<file path="src/rtl/vga_fb_arbiter.sv">
// Framebuffer RAM arbiter: real-time scanline prefetch for the VGA line buffer,
// with guaranteed host slots interleaved into each fetch and all idle cycles.
//
// state  | meaning
// -------+---------------------------------------------------------------
// IDLE   | no line fetch pending; host granted on any new request
// FETCH  | copying one scanline; display has priority, host every burst
module vga_fb_arbiter #(
   parameter int ADDR_WIDTH      = 16,
   parameter int DATA_WIDTH      = 32,
   parameter int WORDS_PER_LINE  = 20,
   parameter int LINES_PER_FRAME = 480,
   parameter int DISP_BURST      = 4,
   parameter int LB_ADDR_WIDTH   = 5
) (
   input  logic                     block_clk_i,
   input  logic                     rst_low_i,
   input  logic                     frame_start_i,
   input  logic                     line_start_i,
   input  logic                     host_req_i,
   input  logic                     host_we_i,
   input  logic [ADDR_WIDTH-1:0]    host_addr_i,
   input  logic [DATA_WIDTH-1:0]    host_wdata_i,
   output logic                     host_ack_o,
   output logic                     host_rvalid_o,
   output logic [DATA_WIDTH-1:0]    host_rdata_o,
   output logic                     mem_en_o,
   output logic                     mem_we_o,
   output logic [ADDR_WIDTH-1:0]    mem_addr_o,
   output logic [DATA_WIDTH-1:0]    mem_wdata_o,
   input  logic [DATA_WIDTH-1:0]    mem_rdata_i,
   output logic                     lb_we_o,
   output logic [LB_ADDR_WIDTH-1:0] lb_addr_o,
   output logic [DATA_WIDTH-1:0]    lb_wdata_o,
   output logic                     fetch_busy_o,
   output logic                     underrun_o
);

   localparam int BW = $clog2(DISP_BURST + 1);
   localparam int LW = $clog2(LINES_PER_FRAME + 1);
   localparam logic [LB_ADDR_WIDTH-1:0] WORD_LAST = LB_ADDR_WIDTH'(WORDS_PER_LINE - 1);
   localparam logic [ADDR_WIDTH-1:0]    LINE_STEP = ADDR_WIDTH'(WORDS_PER_LINE);
   localparam logic [BW-1:0]            BURST_MAX = BW'(DISP_BURST);
   localparam logic [LW-1:0]            LINE_MAX  = LW'(LINES_PER_FRAME);

   typedef enum logic {S_IDLE = 1'b0, S_FETCH = 1'b1} state_t;

   state_t                   state_q, state_d;
   logic [LB_ADDR_WIDTH-1:0] word_cnt_q, word_cnt_d;
   logic [ADDR_WIDTH-1:0]    line_base_q, line_base_d;
   logic [LW-1:0]            line_cnt_q, line_cnt_d;
   logic [BW-1:0]            burst_cnt_q, burst_cnt_d;
   logic                     underrun_q, underrun_d;

   logic                     mem_en_q, mem_en_d;
   logic                     mem_we_q, mem_we_d;
   logic [ADDR_WIDTH-1:0]    mem_addr_q, mem_addr_d;
   logic [DATA_WIDTH-1:0]    mem_wdata_q, mem_wdata_d;
   logic                     host_ack_q, host_ack_d;
   logic                     disp_rd_q, disp_rd_d;
   logic [LB_ADDR_WIDTH-1:0] rd_idx_q, rd_idx_d;

   logic                     lb_we_q, lb_we_d;
   logic [LB_ADDR_WIDTH-1:0] lb_addr_q, lb_addr_d;
   logic                     host_rvalid_q, host_rvalid_d;

   logic                     host_pend;
   logic                     grant_host;
   logic                     grant_disp;
   logic [ADDR_WIDTH-1:0]    disp_addr;

   always_ff @(posedge block_clk_i or negedge rst_low_i) begin
      if (!rst_low_i) begin
         state_q       <= S_IDLE;
         word_cnt_q    <= '0;
         line_base_q   <= '0;
         line_cnt_q    <= '0;
         burst_cnt_q   <= '0;
         underrun_q    <= 1'b0;
         mem_en_q      <= 1'b0;
         mem_we_q      <= 1'b0;
         mem_addr_q    <= '0;
         mem_wdata_q   <= '0;
         host_ack_q    <= 1'b0;
         disp_rd_q     <= 1'b0;
         rd_idx_q      <= '0;
         lb_we_q       <= 1'b0;
         lb_addr_q     <= '0;
         host_rvalid_q <= 1'b0;
      end else begin
         state_q       <= state_d;
         word_cnt_q    <= word_cnt_d;
         line_base_q   <= line_base_d;
         line_cnt_q    <= line_cnt_d;
         burst_cnt_q   <= burst_cnt_d;
         underrun_q    <= underrun_d;
         mem_en_q      <= mem_en_d;
         mem_we_q      <= mem_we_d;
         mem_addr_q    <= mem_addr_d;
         mem_wdata_q   <= mem_wdata_d;
         host_ack_q    <= host_ack_d;
         disp_rd_q     <= disp_rd_d;
         rd_idx_q      <= rd_idx_d;
         lb_we_q       <= lb_we_d;
         lb_addr_q     <= lb_addr_d;
         host_rvalid_q <= host_rvalid_d;
      end
   end

   // Grant effects are applied first; frame/line events then act on the result,
   // so a line finishing in the same cycle as line_start is not an underrun.
   always_comb begin
      state_d     = state_q;
      word_cnt_d  = word_cnt_q;
      line_base_d = line_base_q;
      line_cnt_d  = line_cnt_q;
      burst_cnt_d = burst_cnt_q;
      underrun_d  = underrun_q;

      if (grant_disp) begin
         if (burst_cnt_q != BURST_MAX) begin
            burst_cnt_d = burst_cnt_q + BW'(1);
         end
         if (word_cnt_q == WORD_LAST) begin
            word_cnt_d  = '0;
            line_base_d = line_base_q + LINE_STEP;
            line_cnt_d  = line_cnt_q + LW'(1);
            state_d     = S_IDLE;
         end else begin
            word_cnt_d = word_cnt_q + LB_ADDR_WIDTH'(1);
         end
      end
      if (grant_host) begin
         burst_cnt_d = '0;
      end

      if (frame_start_i) begin
         line_base_d = '0;
         line_cnt_d  = '0;
         word_cnt_d  = '0;
         state_d     = S_IDLE;
      end

      if (line_start_i) begin
         if (state_d == S_FETCH) begin
            underrun_d  = 1'b1;
            line_base_d = line_base_d + LINE_STEP;
            line_cnt_d  = line_cnt_d + LW'(1);
            word_cnt_d  = '0;
            state_d     = (line_cnt_d < LINE_MAX) ? S_FETCH : S_IDLE;
         end else if (line_cnt_d < LINE_MAX) begin
            state_d = S_FETCH;
         end
      end
   end

   always_comb begin
      host_pend  = host_req_i & ~host_ack_q;
      grant_host = 1'b0;
      grant_disp = 1'b0;
      case (state_q)
         S_IDLE:  grant_host = host_pend;
         S_FETCH: begin
            if ((burst_cnt_q == BURST_MAX) && host_pend) grant_host = 1'b1;
            else                                         grant_disp = 1'b1;
         end
         default: ;
      endcase

      disp_addr   = line_base_q + ADDR_WIDTH'(word_cnt_q);
      mem_en_d    = grant_host | grant_disp;
      mem_we_d    = grant_host & host_we_i;
      mem_addr_d  = grant_host ? host_addr_i : (grant_disp ? disp_addr : '0);
      mem_wdata_d = (grant_host & host_we_i) ? host_wdata_i : '0;
      host_ack_d  = grant_host;
      disp_rd_d   = grant_disp;
      rd_idx_d    = grant_disp ? word_cnt_q : '0;

      // Owner tag delayed alongside the RAM read latency steers returning data.
      lb_we_d       = mem_en_q & ~mem_we_q & disp_rd_q;
      host_rvalid_d = mem_en_q & ~mem_we_q & ~disp_rd_q;
      lb_addr_d     = lb_we_d ? rd_idx_q : '0;
   end

   assign host_ack_o    = host_ack_q;
   assign host_rvalid_o = host_rvalid_q;
   assign host_rdata_o  = mem_rdata_i;
   assign mem_en_o      = mem_en_q;
   assign mem_we_o      = mem_we_q;
   assign mem_addr_o    = mem_addr_q;
   assign mem_wdata_o   = mem_wdata_q;
   assign lb_we_o       = lb_we_q;
   assign lb_addr_o     = lb_addr_q;
   assign lb_wdata_o    = mem_rdata_i;
   assign fetch_busy_o  = (state_q == S_FETCH);
   assign underrun_o    = underrun_q;

endmodule

</file>
<file path="config.mk">
export PLATFORM = sky130hd
export DESIGN_NAME = vga_fb_arbiter
export DESIGN_NICKNAME = d
export VERILOG_FILES = /design/src/rtl/vga_fb_arbiter.sv
export SDC_FILE = /design/constraint.sdc
export NUM_CORES = 1
export LEC_CHECK = 0
export BUFFER_PORTS_ARGS = -buffer_cell sky130_fd_sc_hd__buf_2
export CAP_MARGIN = 20
export CELL_PAD_IN_SITES_DETAIL_PLACEMENT = 1
export CELL_PAD_IN_SITES_GLOBAL_PLACEMENT = 2
export CORE_MARGIN = 2
export CORE_UTILIZATION = 29
export DETAILED_ROUTE_END_ITERATION = 8
export PLACE_DENSITY_LB_ADDON = 0.1
export SLEW_MARGIN = 5
export SYNTH_ARGS = -nofsm -noshare
export SYNTH_HDL_FRONTEND = slang
export SYNTH_SLANG_ARGS = --single-unit
</file>
<file path="constraint.sdc">
create_clock -name block_clk_i -period 3.61 [get_ports block_clk_i]
set_input_delay 0.722 -clock block_clk_i [delete_from_list [all_inputs] [get_ports block_clk_i]]
set_output_delay 0.722 -clock block_clk_i [all_outputs]
set_load 0.02 [all_outputs]
</file>
---- Word level (Yosys, flattened, before mapping) ----
Index checks and enable logic that the tools add are counted.
W data, S select, Z words.
operators by class
  mux-type cells .......................... 34
  reductions and logical operators ........ 5
  bitwise operators ....................... 10
  multipliers ............................. 0
  add/sub/neg operators ................... 7
  equality and inequality tests ........... 3
  shifts and indexed selects .............. 0
  $lt $le $gt $ge ......................... 2
  divide/modulo/power cells ............... 0
operators by type and width
  kind                     count
  $mux W16                 7
  $mux W9                  5
  $mux W5                  7
  $add A16 B5 Y16 const B  2
  $mux W32                 1
  $add A9 B1 Y9 const B    2
  $lt A9 B9 Y1 const B     2
  $add A16 B5 Y16          1
  $mux W1                  10
  $mux W3                  3
  $add A5 B1 Y5 const B    1
  $and A1 B1 Y1            5
  $eq A5 B5 Y1 const B     1
  $not A1 Y1               4
  $reduce_and A2 Y1        2
  $reduce_bool A2 Y1       2
  $add A3 B1 Y3 const B    1
  $eq A3 B3 Y1 const B     1
  $ne A3 B3 Y1 const B     1
  $pmux W1 S2              1
  $logic_and A1 B1 Y1      1
  $or A1 B1 Y1             1
word-level totals
  flip-flop bits (word level) ............. 99
  memories ................................ 0
  bits in latches ......................... 0
  memory bits (read-only) ................. 0
  input bits .............................. 86
  word-level logic and storage cells ...... 77
  output and inout port bits .............. 124
  RAM bits ................................ 0

---- Depth between registers and ports, before layout ----
  depth after elaboration ................. 12
  depth in mapped cells ................... 15
  gate-level depth less buffers ........... 13

---- Least setup slack after synthesis ----
No wires, ideal clock.
  path type ............................... input port to flip-flop
  start point ............................. input host_req_i
  end point ............................... register line_base_q[14]
  setup time .............................. 79 ps
  data required time ...................... 3531 ps
  cell stages on the path ................. 13
  arrival time ............................ 3071 ps
  path slack .............................. 459 ps
  buffers on the path ..................... 2
  cell sequence ........................... nand4b_2 nand3_1 buf_2 buf_1 nand2_1 a21oi_1 ha_1 o2111a_1 nand2_1 nor4b_1 nand2_1 nor3_1 xor2_1
between the ends
  longest elaborated chain between the ends .. 9
  elaborated cells on any way between the ends .. 11
  those cells by class .................... add/sub (1); mux (8); bitwise (1); reduce/logical (1)
ends and longest elaborated chain
  element                  RTL line  source
  start, declared          20        input logic host_req_i,
  $and A1 B1 Y1 (*)        158       host_pend = host_req_i & ~host_ack_q;
  $logic_and A1 B1 Y1 (*)  164       if ((burst_cnt_q == BURST_MAX) && host_pend) grant_host = 1'b1;
  $mux W1 (*)              164
  $mux W1 (*)              161       case (state_q)
  $mux W16                 120       if (grant_disp) begin
  $mux W16                 137       if (frame_start_i) begin
  $add A16 B5 Y16          147       line_base_d = line_base_d + LINE_STEP;
  $mux W16                 145       if (state_d == S_FETCH) begin
  $mux W16 (*)             144       if (line_start_i) begin
  net line_base_d[14]      50        logic [ADDR_WIDTH-1:0] line_base_q, line_base_d;
  end signal, assigned     93        line_base_q <= line_base_d;
  end, declared            50
Mark *: on every way through the listed nets, which the timed path passes. The rest lies on a longest branch.
A chain may end at the register's enable or synchronous reset.

---- Final worst setup path ----
  start point ............................. register burst_cnt_q[0]
  end point ............................... register line_base_q[14]
between the ends
  longest elaborated chain between the ends .. 9
  elaborated cells on any way between the ends .. 11
  those cells by class .................... add/sub (1); eq/ne (1); mux (8); reduce/logical (1)
ends and longest elaborated chain
  element                  RTL line  source
  start, declared          52        logic [BW-1:0] burst_cnt_q, burst_cnt_d;
  start signal, assigned   95        burst_cnt_q <= burst_cnt_d;
  $eq A3 B3 Y1 (*)         164
  $logic_and A1 B1 Y1 (*)  164
  $mux W1 (*)              164
  $mux W1 (*)              161
  $mux W16                 120
  $mux W16                 137
  $add A16 B5 Y16          147
  $mux W16                 145
  $mux W16 (*)             144
  net line_base_d[14]      50
Marked as above.

==> flow_metrics.py <==
metrics = {
    "timing": {
        "grt_setup_unrepaired": "no",
        "final_max_slew_viol_count": 0,
        "max_freq_mhz": 327,
        "period_needed_ns": 3.06,
        "finalHoldViolations": 0,
        "fin_crit_sh": 0.846,
        "worst_clock_skew_ns": 0.00829,
        "tns_ns": 0,
        "max_slew_margin": 0.569,
        "fin_ws_ns": 0.555,
        "setup_viol": 0,
        "tightest_slew_ns": 0.641,
    },
    "worst_setup_path": {
        "slowest_delay_ns": 0.37,
        "path_class": "flop to flop",
        "crit_arrival_ns": 3.33,
        "cpMaxStageDelayCell": "dfrtp_1",
        "crit-reg2reg-launch": "burst_cnt_q[0]$_DFFE_PN0P_",
        "critPathTopFamily": "simple AND/OR/NAND/NOR gates",
        "required_ns": 3.88,
        "reg2regPathDepth": 14,
        "crit_fanout": 5,
        "crit_path_end_kind": "flop",
        "start_kind": "flop",
        "timing.rr.end": "line_base_q[14]$_DFF_PN0_",
        "crit_path_cell_trace": "inv_1 > ha_1 > and4b_1 > nor3_2 > xnor2_1 > nor2_1 > ha_1 > o2111a_1 > nand2_1 > nor4b_1 > buf_4 > nand2_1 > nor3_1 > xor2_1",
        "r2r_slack_ns": 0.55,
        "path_buf_inv": 2,
    },
    "layout": {
        "area_growth_pct": 11.8,
        "diodes": 0,
        "post_route_cells_drive_above_1_share": 0.273,
        "finalNetCount": 664,
        "num-fill-cells": 2052,
        "stdcell_area_um2": 5860,
    },
    "detailed_routing": {
        "drt_wl_total_mm": 13.7,
        "dr.pass1.iters": 4,
        "initialDrtViolationCount": 158,
        "via_per_inst": 4.74,
        "drtAntennaViolNets": 0,
        "drcViolationCount": 0,
        "via_count": 3795,
        "routedWlPerCell_um": 17.1,
    },
    "clocking": {
        "clock-root-buffer": "clkbuf_16",
        "clock-sinks": 97,
        "cts_tree": "done",
        "cts_htree_levels": 3,
        "cts_buffers": 9,
        "clock_latency_ns": 0.35,
        "post_cts_buffers": 0,
        "clockBufferDepth": 2,
        "post_cts_resized": 0,
        "cts_hold_buf": 0,
        "clkTransAtPathRegs_ns": 0.07,
    },
    "yosys": {
        "synthArstFlopShare": 1.00,
        "yosys.cell_types.count": 65,
        "netlist.top_cell.by_area": "dfrtp_1",
        "synthFlopType": "dfrtp_1",
        "synth_area_leaders": "dfrtp_1, buf_4, and3_1",
        "synth_top_area_frac": 0.464,
        "syn_area_um2": 5240,
        "synth.most_common_cell": "dfrtp_1",
        "ys_ff_latch": 97,
        "ys_top_cells_by_count": "dfrtp_1, buf_4, and3_1, nand2_1, nor2_1",
        "synth_edf_count": 0,
        "ys_seq_area_frac": 0.464,
        "yosysWarnings": 0,
        "postSynthAreaPerCell_um2": 9.97,
        "synth_nets": 622,
        "postSynthCellCount": 525,
    },
    "die": {
        "core_area_um2": 17800,
        "fp.dieArea_um2": 19100,
        "io-pin-count": 210,
        "initial_core_util": 0.293,
        "die_w_um": 138,
        "num_rows": 49,
        "dieHeight_um": 138,
    },
    "grt": {
        "grt_max_degree": 98,
        "grt_pass1_wl_mm": 22.8,
        "grt_pass1_vias": 4103,
        "grt_overflow": 0,
        "grt_usage": 0.147,
        "antenna_found_initial": 0,
    },
    "pwr": {
        "vdd_drop_max_mv": 0.209,
        "p_leak_nw": 2.96,
        "power_density_nw_per_um2": 427,
    },
    "placed_design": {
        "gp_congestion": 0.784,
        "pre_cts_ws_ns": 0.407,
        "placed_cell_area_um2": 5580,
        "port_buffers": 113,
        "dp.final_hpwl_mm": 9.88,
    },
    "run_status": {
        "status": "finished clean",
    },
    "flow_run": {
        "cap_violations": 0,
    },
    "hold_path": {
        "hp-class": "input port to async pin",
    },
}
-- where the power goes --
| part | internal [mW] | total (mW) | switching [mW] |
|---|---|---|---|
| sequential | 1.15 | 1.20 | 0.0455 |
| clock | 0.480 | 0.930 | 0.451 |
| combinational | 0.130 | 0.372 | 0.242 |
-- worst max path at each step --
stage / start / end / slack (ns) / depth (start not counted)
CTS: burst_cnt_q[0]$_DFFE_PN0P_ / line_base_q[14]$_DFF_PN0_ / 0.48 / 14
detailed placement: host_req_i / line_base_q[14]$_DFF_PN0_ / 0.41 / 13
finish: burst_cnt_q[0]$_DFFE_PN0P_ / line_base_q[14]$_DFF_PN0_ / 0.55 / 14
global route: burst_cnt_q[0]$_DFFE_PN0P_ / line_base_q[14]$_DFF_PN0_ / 0.27 / 14
floorplan: host_req_i / line_base_q[14]$_DFF_PN0_ / 0.46 / 13
global placement: host_req_i / line_base_q[14]$_DFF_PN0_ / 0.44 / 13
-- sequential cells by signal (all words and copies together) (netlist names) --
| name | count |
|---|---|
| burst_cnt_q | 3 |
| disp_rd_q | 1 |
| fetch_busy_o | 1 |
| host_ack_o | 1 |
| host_rvalid_o | 1 |
| lb_addr_o | 5 |
| lb_we_o | 1 |
| line_base_q | 14 |
| line_cnt_q | 9 |
| mem_addr_o | 16 |
| mem_en_o | 1 |
| mem_wdata_o | 32 |
| mem_we_o | 1 |
| rd_idx_q | 5 |
| underrun_o | 1 |
| word_cnt_q | 5 |
-- final cells by class --
| type | instances | area [µm²] | area share |
|---|---|---|---|
| Inverter | 9 | 33.8 | 0.00577 |
| Multi-Input combinational cell | 327 | 2170 | 0.371 |
| Clock buffer | 10 | 229 | 0.0391 |
| Sequential cell | 97 | 2430 | 0.415 |
| Clock inverter | 6 | 51.3 | 0.00876 |
| Tap cell | 229 | 287 | 0.0489 |
| Timing Repair Buffer | 123 | 656 | 0.112 |
-- metrics by stage --
stage / util / hold WS, ns / total power, mW / instances
2_1_floorplan: - / 0.400 / 1.54 / 525
3_5_place_dp: 0.313 / 0.417 / 1.60 / 785
3_3_place_gp: 0.313 / 0.414 / 1.60 / 785
4_1_cts: 0.328 / 0.427 / 2.56 / 801
6_report: 0.328 / 0.421 / 2.50 / 801
5_1_grt: 0.328 / 0.434 / 2.64 / 801
-- metal layers --
layer | global-route usage | part of all wire | vias up
li1 | - | - | 1819
met2 | 0.230 | 0.45 | 115
met4 | 0.0473 | 0.014 | 0
met3 | 0.0305 | 0.057 | 24
met5 | 0 | 0 | -
met1 | 0.206 | 0.48 | 1837
-- logic make-up after synthesis --
group | after synthesis | synth area share
AO/OA/AOI/OAI | 67 | 0.0812
buffers and inverters | 101 | 0.122
adder cells (fa/ha/maj) | 11 | 0.0277
multiplexers | 10 | 0.0205
XOR/XNOR | 42 | 0.0717
flip-flops | 97 | 0.464
AND/OR/NAND/NOR | 197 | 0.213
-- layout by cell type (no fill, tap or decap), types with 5 or more instances in the layout --
cell type,synthesis,final
a21o_1,5,5
dfrtp_1,97,97
ha_1,10,10
nand3_1,20,20
xnor2_1,23,23
nand4_1,6,6
nor2b_1,5,5
and3_1,41,41
clkbuf_16,0,9
nand2_1,37,37
nor3_1,8,8
a21oi_1,19,19
o21ai_0,19,19
buf_4,65,10
buf_2,7,112
nor2_1,36,35
and2_1,8,8
xor2_1,18,18
inv_1,9,9
Note: power is estimated with default switching activity, not from simulation.
